`src/rtl/alu_pkg.sv`:
```
// rtl/alu_pkg.sv - opcode constants, FSM encoding and saturation limits shared by the ALU pipe.
package alu_pkg;

  localparam int MAXW = 64;

  localparam logic [5:0] OP_ADD = 6'd4;
  localparam logic [5:0] OP_SUB = 6'd14;
  localparam logic [5:0] OP_ABS = 6'd8;
  localparam logic [5:0] OP_NEG = 6'd11;
  localparam logic [5:0] OP_MUL = 6'd3;

  typedef enum logic [1:0] {
    ST_IDLE = 2'd0,
    ST_CALC = 2'd1,
    ST_DONE = 2'd2
  } state_e;

  // Limits are built MAXW wide; callers slice the low w bits.
  function automatic logic [MAXW-1:0] sat_max(input int w);
    sat_max = (MAXW'(1) << (w - 1)) - MAXW'(1);
  endfunction

  function automatic logic [MAXW-1:0] sat_min(input int w);
    sat_min = MAXW'(1) << (w - 1);
  endfunction

endpackage

```
`src/rtl/alu_pipe_ctrl_if.sv`:
```
// rtl/alu_pipe_ctrl_if.sv - operation request and result/flags handshake between decoder, ALU and write-back.
interface alu_pipe_ctrl_if #(
  parameter int WIDTH = 32
);
  logic             in_valid;
  logic             in_ready;
  logic [5:0]       opcode;
  logic [WIDTH-1:0] a;
  logic [WIDTH-1:0] b;
  logic             out_valid;
  logic             out_ready;
  logic [WIDTH-1:0] result;
  logic             zero;
  logic             neg;
  logic             ovf;
  logic             err;

  modport master (
    output in_valid, opcode, a, b, out_ready,
    input  in_ready, out_valid, result, zero, neg, ovf, err
  );

  modport slave (
    input  in_valid, opcode, a, b, out_ready,
    output in_ready, out_valid, result, zero, neg, ovf, err
  );
endinterface

```
`src/rtl/alu_mul_seq.sv`:
```
// rtl/alu_mul_seq.sv - iterative shift-add multiplier on operand magnitudes, one bit per cycle.
module alu_mul_seq #(
  parameter int WIDTH = 32
) (
  input  logic               clk,
  input  logic               reset,
  input  logic               start,
  input  logic [WIDTH-1:0]   a,
  input  logic [WIDTH-1:0]   b,
  output logic               done,
  output logic [2*WIDTH-1:0] prod
);

  localparam int CW = $clog2(WIDTH + 1);

  logic               busy_q;
  logic [CW-1:0]      cnt_q;
  logic [2*WIDTH-1:0] mcand_q;
  logic [2*WIDTH-1:0] acc_q;
  logic [2*WIDTH-1:0] acc_d;
  logic [WIDTH-1:0]   mplier_q;
  logic [WIDTH-1:0]   mag_a;
  logic [WIDTH-1:0]   mag_b;

  // -MIN keeps the MIN bit pattern, which is the correct unsigned magnitude.
  assign mag_a = a[WIDTH-1] ? -a : a;
  assign mag_b = b[WIDTH-1] ? -b : b;

  // done fires during the last iteration and prod is the post-iteration sum,
  // so the consumer captures the full product on the same edge.
  always_comb begin
    acc_d = acc_q + (mplier_q[0] ? mcand_q : '0);
    done  = busy_q && (cnt_q == CW'(WIDTH - 1));
    prod  = acc_d;
  end

  always_ff @(posedge clk) begin
    if (reset) begin
      busy_q   <= 1'b0;
      cnt_q    <= '0;
      mcand_q  <= '0;
      mplier_q <= '0;
      acc_q    <= '0;
    end else if (start) begin
      busy_q   <= 1'b1;
      cnt_q    <= '0;
      mcand_q  <= {{WIDTH{1'b0}}, mag_a};
      mplier_q <= mag_b;
      acc_q    <= '0;
    end else if (busy_q) begin
      acc_q    <= acc_d;
      mcand_q  <= mcand_q << 1;
      mplier_q <= mplier_q >> 1;
      cnt_q    <= cnt_q + CW'(1);
      if (done) begin
        busy_q <= 1'b0;
      end
    end
  end

endmodule

```
`src/rtl/alu_pipe_ctrl.sv`:
```
// rtl/alu_pipe_ctrl.sv - registered ALU with valid/ready handshake, flags, optional saturation and sequential MUL.
module alu_pipe_ctrl
  import alu_pkg::*;
#(
  parameter int WIDTH  = 32,
  parameter bit SAT_EN = 1'b0
) (
  input  logic           clk,
  input  logic           reset,
  alu_pipe_ctrl_if.slave bus
);

  localparam logic [MAXW-1:0]  MAX_FULL = sat_max(WIDTH);
  localparam logic [MAXW-1:0]  MIN_FULL = sat_min(WIDTH);
  localparam logic [WIDTH-1:0] S_MAX    = MAX_FULL[WIDTH-1:0];
  localparam logic [WIDTH-1:0] S_MIN    = MIN_FULL[WIDTH-1:0];

  state_e state_q, state_d;
  logic   accept, is_mul, mul_start, mul_done;

  logic [WIDTH-1:0]   result_q;
  logic               zero_q, neg_q, ovf_q, err_q, mul_neg_q;
  logic [WIDTH-1:0]   alu_res, sat_val, nm_res, mul_res;
  logic               alu_ovf, alu_err, mul_ovf;
  logic [2*WIDTH-1:0] mul_prod, mul_signed;

  assign is_mul    = (bus.opcode == OP_MUL);
  assign mul_start = accept && is_mul;

  alu_mul_seq #(.WIDTH(WIDTH)) u_mul (
    .clk   (clk),
    .reset (reset),
    .start (mul_start),
    .a     (bus.a),
    .b     (bus.b),
    .done  (mul_done),
    .prod  (mul_prod)
  );

  always_ff @(posedge clk) begin
    if (reset) begin
      state_q <= ST_IDLE;
    end else begin
      state_q <= state_d;
    end
  end

  always_comb begin
    state_d = state_q;
    case (state_q)
      ST_IDLE: if (accept) state_d = is_mul ? ST_CALC : ST_DONE;
      ST_CALC: if (mul_done) state_d = ST_DONE;
      ST_DONE: begin
        if (accept) begin
          state_d = is_mul ? ST_CALC : ST_DONE;
        end else if (bus.out_ready) begin
          state_d = ST_IDLE;
        end
      end
      default: state_d = ST_IDLE;
    endcase
  end

  always_comb begin
    bus.in_ready  = (state_q == ST_IDLE) || ((state_q == ST_DONE) && bus.out_ready);
    bus.out_valid = (state_q == ST_DONE);
    accept        = bus.in_valid && bus.in_ready;
  end

  // Single-cycle ops; sat_val is the clamp direction if the op overflows.
  always_comb begin
    alu_res = '0;
    alu_ovf = 1'b0;
    alu_err = 1'b0;
    sat_val = S_MAX;
    case (bus.opcode)
      OP_ADD: begin
        alu_res = bus.a + bus.b;
        alu_ovf = (bus.a[WIDTH-1] == bus.b[WIDTH-1]) && (alu_res[WIDTH-1] != bus.a[WIDTH-1]);
        sat_val = bus.a[WIDTH-1] ? S_MIN : S_MAX;
      end
      OP_SUB: begin
        alu_res = bus.a - bus.b;
        alu_ovf = (bus.a[WIDTH-1] != bus.b[WIDTH-1]) && (alu_res[WIDTH-1] != bus.a[WIDTH-1]);
        sat_val = bus.a[WIDTH-1] ? S_MIN : S_MAX;
      end
      OP_ABS: begin
        alu_res = bus.a[WIDTH-1] ? -bus.a : bus.a;
        alu_ovf = (bus.a == S_MIN);
      end
      OP_NEG: begin
        alu_res = -bus.a;
        alu_ovf = (bus.a == S_MIN);
      end
      OP_MUL: alu_res = '0;
      default: alu_err = 1'b1;
    endcase
    nm_res = (SAT_EN && alu_ovf) ? sat_val : alu_res;
  end

  // The product fits WIDTH only if its top WIDTH+1 bits are all sign copies.
  always_comb begin
    mul_signed = mul_neg_q ? -mul_prod : mul_prod;
    mul_ovf    = !((&mul_signed[2*WIDTH-1:WIDTH-1]) || !(|mul_signed[2*WIDTH-1:WIDTH-1]));
    mul_res    = (SAT_EN && mul_ovf) ? (mul_neg_q ? S_MIN : S_MAX) : mul_signed[WIDTH-1:0];
  end

  always_ff @(posedge clk) begin
    if (reset) begin
      result_q  <= '0;
      zero_q    <= 1'b0;
      neg_q     <= 1'b0;
      ovf_q     <= 1'b0;
      err_q     <= 1'b0;
      mul_neg_q <= 1'b0;
    end else if (accept) begin
      mul_neg_q <= bus.a[WIDTH-1] ^ bus.b[WIDTH-1];
      if (!is_mul) begin
        result_q <= nm_res;
        zero_q   <= (nm_res == '0);
        neg_q    <= nm_res[WIDTH-1];
        ovf_q    <= alu_ovf;
        err_q    <= alu_err;
      end
    end else if ((state_q == ST_CALC) && mul_done) begin
      result_q <= mul_res;
      zero_q   <= (mul_res == '0);
      neg_q    <= mul_res[WIDTH-1];
      ovf_q    <= mul_ovf;
      err_q    <= 1'b0;
    end
  end

  assign bus.result = result_q;
  assign bus.zero   = zero_q;
  assign bus.neg    = neg_q;
  assign bus.ovf    = ovf_q;
  assign bus.err    = err_q;

endmodule

```
`src/flat_wrapper.sv`:
```
// flat-port wrapper written by rule: the top's interface ports become plain ports
module alu_pipe_ctrl_flat import alu_pkg::*;
#(
  parameter int WIDTH  = 32,
  parameter bit SAT_EN = 1'b0
)
  (clk, reset, bus_in_valid, bus_opcode, bus_a, bus_b, bus_out_ready, bus_in_ready, bus_out_valid, bus_result, bus_zero, bus_neg, bus_ovf, bus_err);
  alu_pipe_ctrl_if #(.WIDTH(WIDTH)) bus_i ();
  input  logic clk;
  input  logic reset;
  input wire logic [$bits(bus_i.in_valid)-1:0] bus_in_valid;
  input wire logic [$bits(bus_i.opcode)-1:0] bus_opcode;
  input wire logic [$bits(bus_i.a)-1:0] bus_a;
  input wire logic [$bits(bus_i.b)-1:0] bus_b;
  input wire logic [$bits(bus_i.out_ready)-1:0] bus_out_ready;
  output wire logic [$bits(bus_i.in_ready)-1:0] bus_in_ready;
  output wire logic [$bits(bus_i.out_valid)-1:0] bus_out_valid;
  output wire logic [$bits(bus_i.result)-1:0] bus_result;
  output wire logic [$bits(bus_i.zero)-1:0] bus_zero;
  output wire logic [$bits(bus_i.neg)-1:0] bus_neg;
  output wire logic [$bits(bus_i.ovf)-1:0] bus_ovf;
  output wire logic [$bits(bus_i.err)-1:0] bus_err;
  assign bus_i.in_valid = bus_in_valid;
  assign bus_i.opcode = bus_opcode;
  assign bus_i.a = bus_a;
  assign bus_i.b = bus_b;
  assign bus_i.out_ready = bus_out_ready;
  assign bus_in_ready = bus_i.in_ready;
  assign bus_out_valid = bus_i.out_valid;
  assign bus_result = bus_i.result;
  assign bus_zero = bus_i.zero;
  assign bus_neg = bus_i.neg;
  assign bus_ovf = bus_i.ovf;
  assign bus_err = bus_i.err;
  alu_pipe_ctrl #(.WIDTH(WIDTH), .SAT_EN(SAT_EN)) u_core (.clk(clk), .reset(reset), .bus(bus_i));
endmodule
```
`config.mk`:
```
export PLATFORM = sky130hd
export DESIGN_NAME = alu_pipe_ctrl_flat
export DESIGN_NICKNAME = d
export VERILOG_FILES = /design/src/rtl/alu_pkg.sv /design/src/rtl/alu_pipe_ctrl_if.sv /design/src/rtl/alu_mul_seq.sv /design/src/rtl/alu_pipe_ctrl.sv /design/src/flat_wrapper.sv
export SDC_FILE = /design/constraint.sdc
export NUM_CORES = 1
export LEC_CHECK = 0
export CAP_MARGIN = 40
export CORE_ASPECT_RATIO = 1.1
export CORE_MARGIN = 2
export CORE_UTILIZATION = 45
export DETAILED_ROUTE_END_ITERATION = 8
export GPL_TIMING_DRIVEN = 0
export PLACE_DENSITY_LB_ADDON = 0.15
export SETUP_SLACK_MARGIN = 0.2
export SKIP_LAST_GASP = 1
export SLEW_MARGIN = 20
export SYNTH_ARGS = -nofsm -noshare
export SYNTH_HDL_FRONTEND = slang
export SYNTH_SLANG_ARGS = --single-unit
export TNS_END_PERCENT = 50
```
`constraint.sdc`:
```
create_clock -name clk -period 7.01 [get_ports clk]
set_clock_uncertainty 0.05 [all_clocks]
set_input_delay 0.701 -clock clk [delete_from_list [all_inputs] [get_ports clk]]
set_output_delay 0.701 -clock clk [all_outputs]
set_load 0.02 [all_outputs]
```
==> impl_metrics.toml, run 1 <==
[global_routing]
grt_pass1_vias = 24000
globalRouteMet2Util_pct = 66.2
grt_use_met3_pct = 4.14
global_route_wire_length_before_repair_um = 140000
grtUsageTotal_pct = 36.8
global_route.usage.met1_pct = 40.5
initial_antenna_violation_count = 1
overflow = 0
grt_start_max_net_pins = 15
global_route.peak_usage_layer = "met2"

[finish]
final_cell_count_no_fill = 3813
n_fill_cell = 4689
number_of_diodes = 0
p_r_area_growth_vs_syn_pct = 17.0
layout-drive-gt1-share_pct = 8.19
fin_nets = 3363
final_util_pct = 53.5

[cts]
cts.htree.levels = 1
clk_latency_ns = 0.58
clkSlewWorstSetupHoldPaths_ns = 0.07
clock_tree.root_cell = "sky130_fd_sc_hd__clkbuf_16"
cts_made_buffers = 26
cts_tree = "built"
clock_sink_count = 205
max-clock-path-buffers = 3

[timing]
worst_margin_pin_slew_ns = 0.952
totalNegativeSetupSlack_ns = 0
final_period_minus_worst_setup_slack_ns = 6.70
fin_crit_sh_pct = 95.6
setup_violations = 0
relSlewSlack_pct = 36.5
final_number_of_max_transition_violations = 0
final.setup.worst_slack_ns = 0.307
achievable-frequency_ghz = 0.149
grt_setup_unrepaired = "no"
final_hold_viol_count = 0

[critical_path]
timing.reg2reg.setup_slack_ns = 0.31
timing.critical_path.from = "u_core.u_mul.mplier_q[0]"
timing_worst_setup_path_type = "flip-flop to flip-flop"
worstRegToRegCells = 22
critical_path.max_fanout = 10
worst-endpoint-required_ns = 7.39
worst_setup_path_endpoint = "u_core.bus.ovf"
worst_r2r_startpoint = "u_core.u_mul.mplier_q[0]"
worstPathArrival_ns = 7.08
start_kind = "flip-flop"
worst_r2r_dst = "u_core.bus.ovf"
worstSetupEndpointType = "flip-flop"

[route]
remaining_drc_errors = 0
route.detailed.wl_per_inst_um = 24.2
post_drt_via_cell_ratio = 6.34
detailedRoute.firstPassIterationCount = 7
drt_wl_total_um = 92400
count_of_vias_placed_by_the_detailed_router = 24200
detail-route-antenna-nets = 0
detail_route.iter0.violations = 1829

[synthesis]
yosysWarningCount = 0
yosysTopAreaCellShare_pct = 19.2
yosys.area.top_type = "sky130_fd_sc_hd__dfxtp_1"
netlist_area_pre_place_um2 = 21400
synth.top_cells.by_count = "386 x sky130_fd_sc_hd__nor2_1, 254 x sky130_fd_sc_hd__a21oi_1, 238 x sky130_fd_sc_hd__nand2_1"
post_synth_num_cell_types = 90
syn-num-nets = 3182
yosys-top-cells-area = "sky130_fd_sc_hd__dfxtp_1 19%, sky130_fd_sc_hd__ha_1 7.6%, sky130_fd_sc_hd__mux2i_1 6.8%, sky130_fd_sc_hd__nor2_1 6.8%, sky130_fd_sc_hd__a21oi_1 5.9%"
seq_area_frac_synth_pct = 19.2
ys_seq_elements = 205
synth-edff-count = 0
synth-async-reset-ratio_pct = 0
synth_area_per_cell_um2 = 7.19
synthMostInstantiatedCell = "sky130_fd_sc_hd__nor2_1"
dominantRegCellSynth = "sky130_fd_sc_hd__dfxtp_1"
synth_cells = 2975

[floorplan]
initial_core_util_pct = 45.7
core_area_um2 = 46800
floorplan.die_area_um2 = 49300
placement_rows = 83
die_height_um = 233
floorplan.io_pins = 112
fp.dieW_um = 212

[placed_design]
post-place-ws_ns = -0.905
placed_cells = 3742
post-dp-hpwl_um = 74500
gpl.final_weighted_congestion = 0.977
port_buffers = 109

[run]
max_cap_violations = 0

[hold_path]
holdCritPathClass = "flip-flop to flip-flop"

[pwr]
overall_power_consumption_mw = 3.37
p_leak_nw = 9.35
cellPowerDensity_nw_per_um2 = 134
ir_worst_vdd_mv = 0.208

[outcome]
run_status = "completed"
[metrics by stage]
step | area (um2) | hold slack [ns]
3_3_place_gp | 23300 | 0.402
6_report | 25000 | 0.411
3_5_place_dp | 23500 | 0.404
2_1_floorplan | 21400 | 0.400
4_1_cts | 24700 | 0.412
5_1_grt | 25000 | 0.440
[layout make-up]
cell class	instances	area [um2]	area share, %
Buffer	192	820	3.27
Clock buffer	31	721	2.88
Clock inverter	17	204	0.815
Inverter	96	360	1.44
Multi-Input combinational cell	2482	16500	66.1
Sequential cell	205	4100	16.4
Tap cell	637	797	3.18
Timing Repair Buffer	153	1490	5.96
[where the power goes]
| part | leakage [nW] | internal, mW | switching [mW] |
|---|---|---|---|
| clock | 0.435 | 0.855 | 0.620 |
| combinational | 7.26 | 0.250 | 0.444 |
| sequential | 1.66 | 1.18 | 0.0157 |
[worst min-delay path by stage]
stage / from / to / slack, ns / cells after the start
2_1_floorplan: u_core.u_mul.acc_q[18] / u_core.u_mul.acc_q[18] / 0.40 / 2
5_1_grt: u_core.bus.result[14] / u_core.bus.result[14] / 0.44 / 2
6_report: u_core.bus.result[21] / u_core.bus.result[21] / 0.41 / 2
3_3_place_gp: u_core.bus.result[28] / u_core.bus.result[28] / 0.40 / 2
3_5_place_dp: u_core.bus.result[21] / u_core.bus.result[21] / 0.40 / 2
4_1_cts: u_core.bus.result[21] / u_core.bus.result[21] / 0.41 / 2
[cells in the final DEF, fill, tap and decap left out, drive strengths merged, types with 13 or more instances in the layout]
| master | count |
|---|---|
| nor2 | 386 |
| a21oi | 260 |
| nand2 | 238 |
| dfxtp | 205 |
| clkbuf | 178 |
| mux2i | 146 |
| o21ai | 141 |
| ha | 130 |
| xnor2 | 111 |
| clkdlybuf4s50 | 109 |
| a211oi | 107 |
| inv | 99 |
| nor3 | 98 |
| buf | 87 |
| and2 | 82 |
| nand3 | 63 |
| nand4 | 56 |
| nor4 | 45 |
| o211ai | 43 |
| xor2 | 41 |
| or3 | 36 |
| a21o | 33 |
| o21a | 30 |
| o31ai | 28 |
| a31oi | 28 |
| or2 | 26 |
| or4 | 23 |
| nand2b | 22 |
| o22ai | 20 |
| and3 | 19 |
| o21bai | 19 |
| o221ai | 18 |
| a311oi | 16 |
| o41ai | 15 |
| o31a | 14 |
| nor2b | 13 |
| a221oi | 13 |
[per-layer routing]
| metal | share of wire [%] | vias up |
|---|---|---|
| met4 | 8.2 | 2 |
| met5 | 0.017 | - |
| met2 | 49 | 914 |
| met3 | 4.9 | 312 |
| met1 | 38 | 11600 |
| li1 | - | 11400 |
[worst max-delay path: stages (launching register included)]
cell and delay, ns:
sky130_fd_sc_hd__dfxtp_1 0.34, sky130_fd_sc_hd__buf_6 0.17, sky130_fd_sc_hd__buf_4 0.20, sky130_fd_sc_hd__and2_1 0.19
sky130_fd_sc_hd__ha_1 0.35, sky130_fd_sc_hd__clkbuf_4 0.22, sky130_fd_sc_hd__nand4_1 0.21, sky130_fd_sc_hd__or4_1 0.46
sky130_fd_sc_hd__or3_4 0.42, sky130_fd_sc_hd__nand3_2 0.14, sky130_fd_sc_hd__a21oi_1 0.11, sky130_fd_sc_hd__xnor2_2 0.20
sky130_fd_sc_hd__or4_4 0.51, sky130_fd_sc_hd__buf_4 0.18, sky130_fd_sc_hd__or4_1 0.46, sky130_fd_sc_hd__buf_4 0.18
sky130_fd_sc_hd__o31a_1 0.25, sky130_fd_sc_hd__a211oi_2 0.22, sky130_fd_sc_hd__nand4_1 0.13, sky130_fd_sc_hd__or4_1 0.55
sky130_fd_sc_hd__or4_4 0.57, sky130_fd_sc_hd__o211ai_4 0.29, sky130_fd_sc_hd__a31oi_1 0.12
[flip-flops by register name (all words and copies together), names as in the netlist]
| register | count |
|---|---|
| u_core.bus.result | 31 |
| u_core.u_mul.mcand_q | 64 |
| u_core.u_mul.cnt_q | 6 |
| u_core.mul_neg_q | 1 |
| u_core.u_mul.acc_q | 64 |
| u_core.bus.zero | 1 |
| u_core.state_q | 2 |
| u_core.bus.err | 1 |
| u_core.u_mul.mplier_q | 32 |
| u_core.u_mul.busy_q | 1 |
| u_core.bus.ovf | 1 |
| u_core.bus.neg | 1 |
[cells by family (layout without fill, tap and decap cells)]
logic type      after synthesis  after routing  share of synthesized area (%)
mux                         147            147                           6.88
buf+inv                     288            489                           5.26
xor+xnor                    152            152                           6.22
compound gates              902            902                           28.5
fa+ha+maj                   133            133                           7.88
simple gates               1148           1148                           26.1
flops                       205            205                           19.2
[timing repair]
action	CTS	global route
gates resized for setup	46	74
setup buffers	8	10
setup endpoints to repair	1	1
cloned	0	0
hold endpoints to repair	0	0
pin swaps	7	18
hold buffers	0	0
Note: power is estimated with default switching activity, not from simulation.
==> run 2: changes to the inputs <==
--- a/config.mk
+++ b/config.mk
@@ -9,6 +9,7 @@
 export CORE_ASPECT_RATIO = 1.1
 export CORE_MARGIN = 2
 export CORE_UTILIZATION = 45
+export CTS_CLUSTER_SIZE = 30
 export DETAILED_ROUTE_END_ITERATION = 8
 export GPL_TIMING_DRIVEN = 0
 export PLACE_DENSITY_LB_ADDON = 0.15
==> results of run 2 <==
Same layout as run 1: the final DEF is identical, and so are final timing and power.
==> run 3: changes to the inputs <==
--- a/config.mk
+++ b/config.mk
@@ -18,5 +18,6 @@
 export SLEW_MARGIN = 20
 export SYNTH_ARGS = -nofsm -noshare
 export SYNTH_HDL_FRONTEND = slang
+export SYNTH_HIERARCHICAL = 1
 export SYNTH_SLANG_ARGS = --single-unit
 export TNS_END_PERCENT = 50
==> constraint.sdc (replaced) <==
create_clock -name clk -period 6.3 [get_ports clk]
set_clock_uncertainty 0.05 [all_clocks]
set_input_delay 0.63 -clock clk [delete_from_list [all_inputs] [get_ports clk]]
set_output_delay 0.63 -clock clk [all_outputs]
set_load 0.02 [all_outputs]
==> run 3 against run 2 <==
Compared with the run above: the flow now finishes with violations (design-rule violations, negative setup slack); sequential share of layout area hardly changed; combinational power rose by 21%; clock power is essentially flat; cell count fell by 3.3%; sequential power grew 11%; area after synthesis decreased by 1.9%; non-clock buffer count up 30; synthesized cell count fell by 3.8%; fmax rose by 1.3%; hold slack got worse by 0.0015 ns; sequential cell count did not move; critical path type unchanged; largest power group unchanged.
==> impl_metrics.toml, run 3 <==
[outcome]
run_status = "finished with violations"
failing_checks = "design-rule violations, negative setup slack"

[critical_path]
worstPathArrival_ns = 6.98
critical_path.max_fanout = 7
worstSetupEndpointType = "flip-flop"
timing_worst_setup_path_type = "flip-flop to flip-flop"
start_kind = "flip-flop"
worst-endpoint-required_ns = 6.66

[synthesis]
syn-num-nets = 3072
synthXorXnorAreaFrac_pct = 8.04
synth-async-reset-ratio_pct = 0
synth-compound-area-share_pct = 28.7
yosys.area.top_type = "sky130_fd_sc_hd__dfxtp_1"
synth_cells = 2863
seq_area_frac_synth_pct = 19.6
yosysWarningCount = 6
synth_area_per_cell_um2 = 7.33
ys_seq_elements = 205
synthMostInstantiatedCell = "sky130_fd_sc_hd__nor2_1"
post_synth_num_cell_types = 94
dominantRegCellSynth = "sky130_fd_sc_hd__dfxtp_1"
netlist_area_pre_place_um2 = 21000
post_synth_and_or_nand_nor_area_fraction_pct = 25.4
yosysTopAreaCellShare_pct = 19.6
share_of_cell_area_taken_by_muxes_after_synthesis_pct = 4.90
yosys-top-cells-area = "sky130_fd_sc_hd__dfxtp_1 20%, sky130_fd_sc_hd__ha_1 7.9%, sky130_fd_sc_hd__nor2_1 5.6%, sky130_fd_sc_hd__a211oi_1 5.2%, sky130_fd_sc_hd__xor2_1 5.0%"
post_synth_fa_ha_maj_area_fraction_pct = 8.15
synth.top_cells.by_count = "315 x sky130_fd_sc_hd__nor2_1, 216 x sky130_fd_sc_hd__nand2_1, 205 x sky130_fd_sc_hd__dfxtp_1"
synth-edff-count = 0
synth_top_family_by_area = "compound AO/OA/AOI/OAI gates"

[cts]
max-clock-path-buffers = 3
clock_tree.root_cell = "sky130_fd_sc_hd__clkbuf_16"
postCtsHoldBufs = 0
cts.htree.levels = 1
cts_made_buffers = 25
clock_sink_count = 205
cts_tree = "built"
clk_latency_ns = 0.56
clkSlewWorstSetupHoldPaths_ns = 0.06

[route]
post_drt_via_cell_ratio = 6.32
detail_route.iter0.violations = 1903
detail-route-antenna-nets = 0
detailedRoute.firstPassIterationCount = 8
count_of_vias_placed_by_the_detailed_router = 23300
remaining_drc_errors = 1
route.detailed.wl_per_inst_um = 24.3
drt_wl_total_um = 89400

[floorplan]
core_area_um2 = 46300
initial_core_util_pct = 45.3
placement_rows = 83
fp.dieW_um = 210
floorplan.io_pins = 112
die_height_um = 231
floorplan.die_area_um2 = 48400

[timing]
relSlewSlack_pct = 34.7
final.setup.worst_slack_ns = -0.316
final_hold_viol_count = 0
setup_violations = 1
worst_margin_pin_slew_ns = 0.980
final_period_minus_worst_setup_slack_ns = 6.62
achievable-frequency_ghz = 0.151
final_number_of_max_transition_violations = 0
grt_setup_unrepaired = "yes"
fin_crit_sh_pct = 105

[global_routing]
grt_start_max_net_pins = 14
grtUsageTotal_pct = 35.5
grt_pass1_vias = 22300
global_route_wire_length_before_repair_um = 133000
initial_antenna_violation_count = 0
overflow = 0

[pwr]
overall_power_consumption_mw = 3.67
p_leak_nw = 9.89
ir_worst_vdd_mv = 0.176
cellPowerDensity_nw_per_um2 = 146

[finish]
p_r_area_growth_vs_syn_pct = 19.7
layout.cells.most_common_list = "311 x sky130_fd_sc_hd__nor2_1, 216 x sky130_fd_sc_hd__nand2_1, 204 x sky130_fd_sc_hd__dfxtp_1, 185 x sky130_fd_sc_hd__a21oi_1, 157 x sky130_fd_sc_hd__clkbuf_1"
most_frequent_standard_cell_in_the_layout_excluding_fill_and_tap_cells = "sky130_fd_sc_hd__nor2_1"
number_of_diodes = 0
layout-drive-gt1-share_pct = 9.54
fin_nets = 3283
reg.largest.list = "u_core/u_mul/acc_q (64), u_core/u_mul/mcand_q (64)"
final_util_pct = 54.2

[placed_design]
gpl.final_weighted_congestion = 0.969
post-dp-hpwl_um = 71600
port_buffers = 111

[hold_path]
holdCritPathClass = "flip-flop to flip-flop"

[run]
max_cap_violations = 0
[run 3: changes by cell type after synthesis, sizes merged, moves of 41 or more]
cell	change
mux2i	-50
nor2	-70
xor2	+79
a21oi	-66
nor2b	+70
xnor2	-41
[run 3: per-layer routing]
| metal | vias to the layer above | share of wire, % | track usage (%) |
|---|---|---|---|
| li1 | 11000 | - | - |
| met1 | 11000 | 39 | 40.7 |
| met2 | 971 | 47 | 61.0 |
| met3 | 260 | 6.1 | 4.90 |
| met4 | 0 | 8.1 | 25.4 |
| met5 | - | 0 | 0 |
[run 3: per-stage QoR]
step           instance area, um2  TNS, ns  hold slack (ns)  setup slack [ns]  std cells
3_3_place_gp                22800    -8.62            0.399             -2.83       3569
3_5_place_dp                23000    -4.55            0.404             -2.31       3580
6_report                    25100   -0.316            0.410            -0.316       3687
2_1_floorplan               21000        0            0.406             0.344       2863
5_1_grt                     25100   -0.619            0.438            -0.557       3687
4_1_cts                     24600   -0.231            0.412            -0.231       3654
[run 3: worst max-delay path, cell delays in order (launching register included)]
cell and delay (ns):
sky130_fd_sc_hd__dfxtp_4 0.35, sky130_fd_sc_hd__clkbuf_16 0.15, sky130_fd_sc_hd__buf_12 0.14, sky130_fd_sc_hd__clkbuf_16 0.16, sky130_fd_sc_hd__and2_4 0.14, sky130_fd_sc_hd__ha_4 0.15
sky130_fd_sc_hd__fa_2 0.38, sky130_fd_sc_hd__a211oi_4 0.30, sky130_fd_sc_hd__nor2_4 0.08, sky130_fd_sc_hd__o221ai_4 0.33, sky130_fd_sc_hd__a2111oi_4 0.15, sky130_fd_sc_hd__buf_4 0.17
sky130_fd_sc_hd__a31oi_4 0.16, sky130_fd_sc_hd__buf_6 0.17, sky130_fd_sc_hd__nor3_4 0.05, sky130_fd_sc_hd__nor3_2 0.25, sky130_fd_sc_hd__xnor2_2 0.14, sky130_fd_sc_hd__or4_4 0.56
sky130_fd_sc_hd__nor4_4 0.34, sky130_fd_sc_hd__nand3_2 0.23, sky130_fd_sc_hd__or3_1 0.41, sky130_fd_sc_hd__a21oi_2 0.15, sky130_fd_sc_hd__xor2_1 0.25, sky130_fd_sc_hd__nand4_1 0.14
sky130_fd_sc_hd__or4_4 0.46, sky130_fd_sc_hd__nor4_4 0.33, sky130_fd_sc_hd__a211o_1 0.17, sky130_fd_sc_hd__o22ai_1 0.06
[run 3: layout make-up]
cell class	count	area, um2
Multi-Input combinational cell	2371	16500
Buffer	191	841
Tap cell	595	744
Fill cell	4550	21200
Clock buffer	35	733
Inverter	96	360
Sequential cell	205	4110
Timing Repair Buffer	184	1700
Clock inverter	10	120
[run 3: kinds of logic (layout without fill, tap and decap cells)]
logic type / after synthesis / count (layout)
xor+xnor: 191 / 191
mux: 102 / 102
simple gates: 1067 / 1067
compound gates: 876 / 876
buf+inv: 287 / 516
fa+ha+maj: 135 / 135
flops: 205 / 205
[run 3: final timing paths]
path / slack, ns / depth (start not counted) / startpoint / to
max: -0.32 / 27 / u_core/u_mul/mplier_q[0] / u_core/bus.ovf
min: 0.41 / 2 / u_core/bus.result[24] / u_core/bus.result[24]
max reg2reg: -0.32 / 27 / u_core/u_mul/mplier_q[0] / u_core/bus.ovf
min reg2reg: 0.41 / 2 / u_core/bus.result[24] / u_core/bus.result[24]
[run 3: repair_timing]
| item | CTS | global route |
|---|---|---|
| pin swaps | 30 | 40 |
| cloned | 1 | 0 |
| resized for setup | 109 | 68 |
| setup endpoints to repair | 9 | 2 |
| buffers inserted | 28 | 26 |
[run 3: power by group]
part,switching [mW],internal (mW),total (mW)
Sequential,0.0140,1.31,1.33
Combinational,0.557,0.281,0.838
Clock,0.610,0.895,1.50
Total,1.18,2.49,3.67
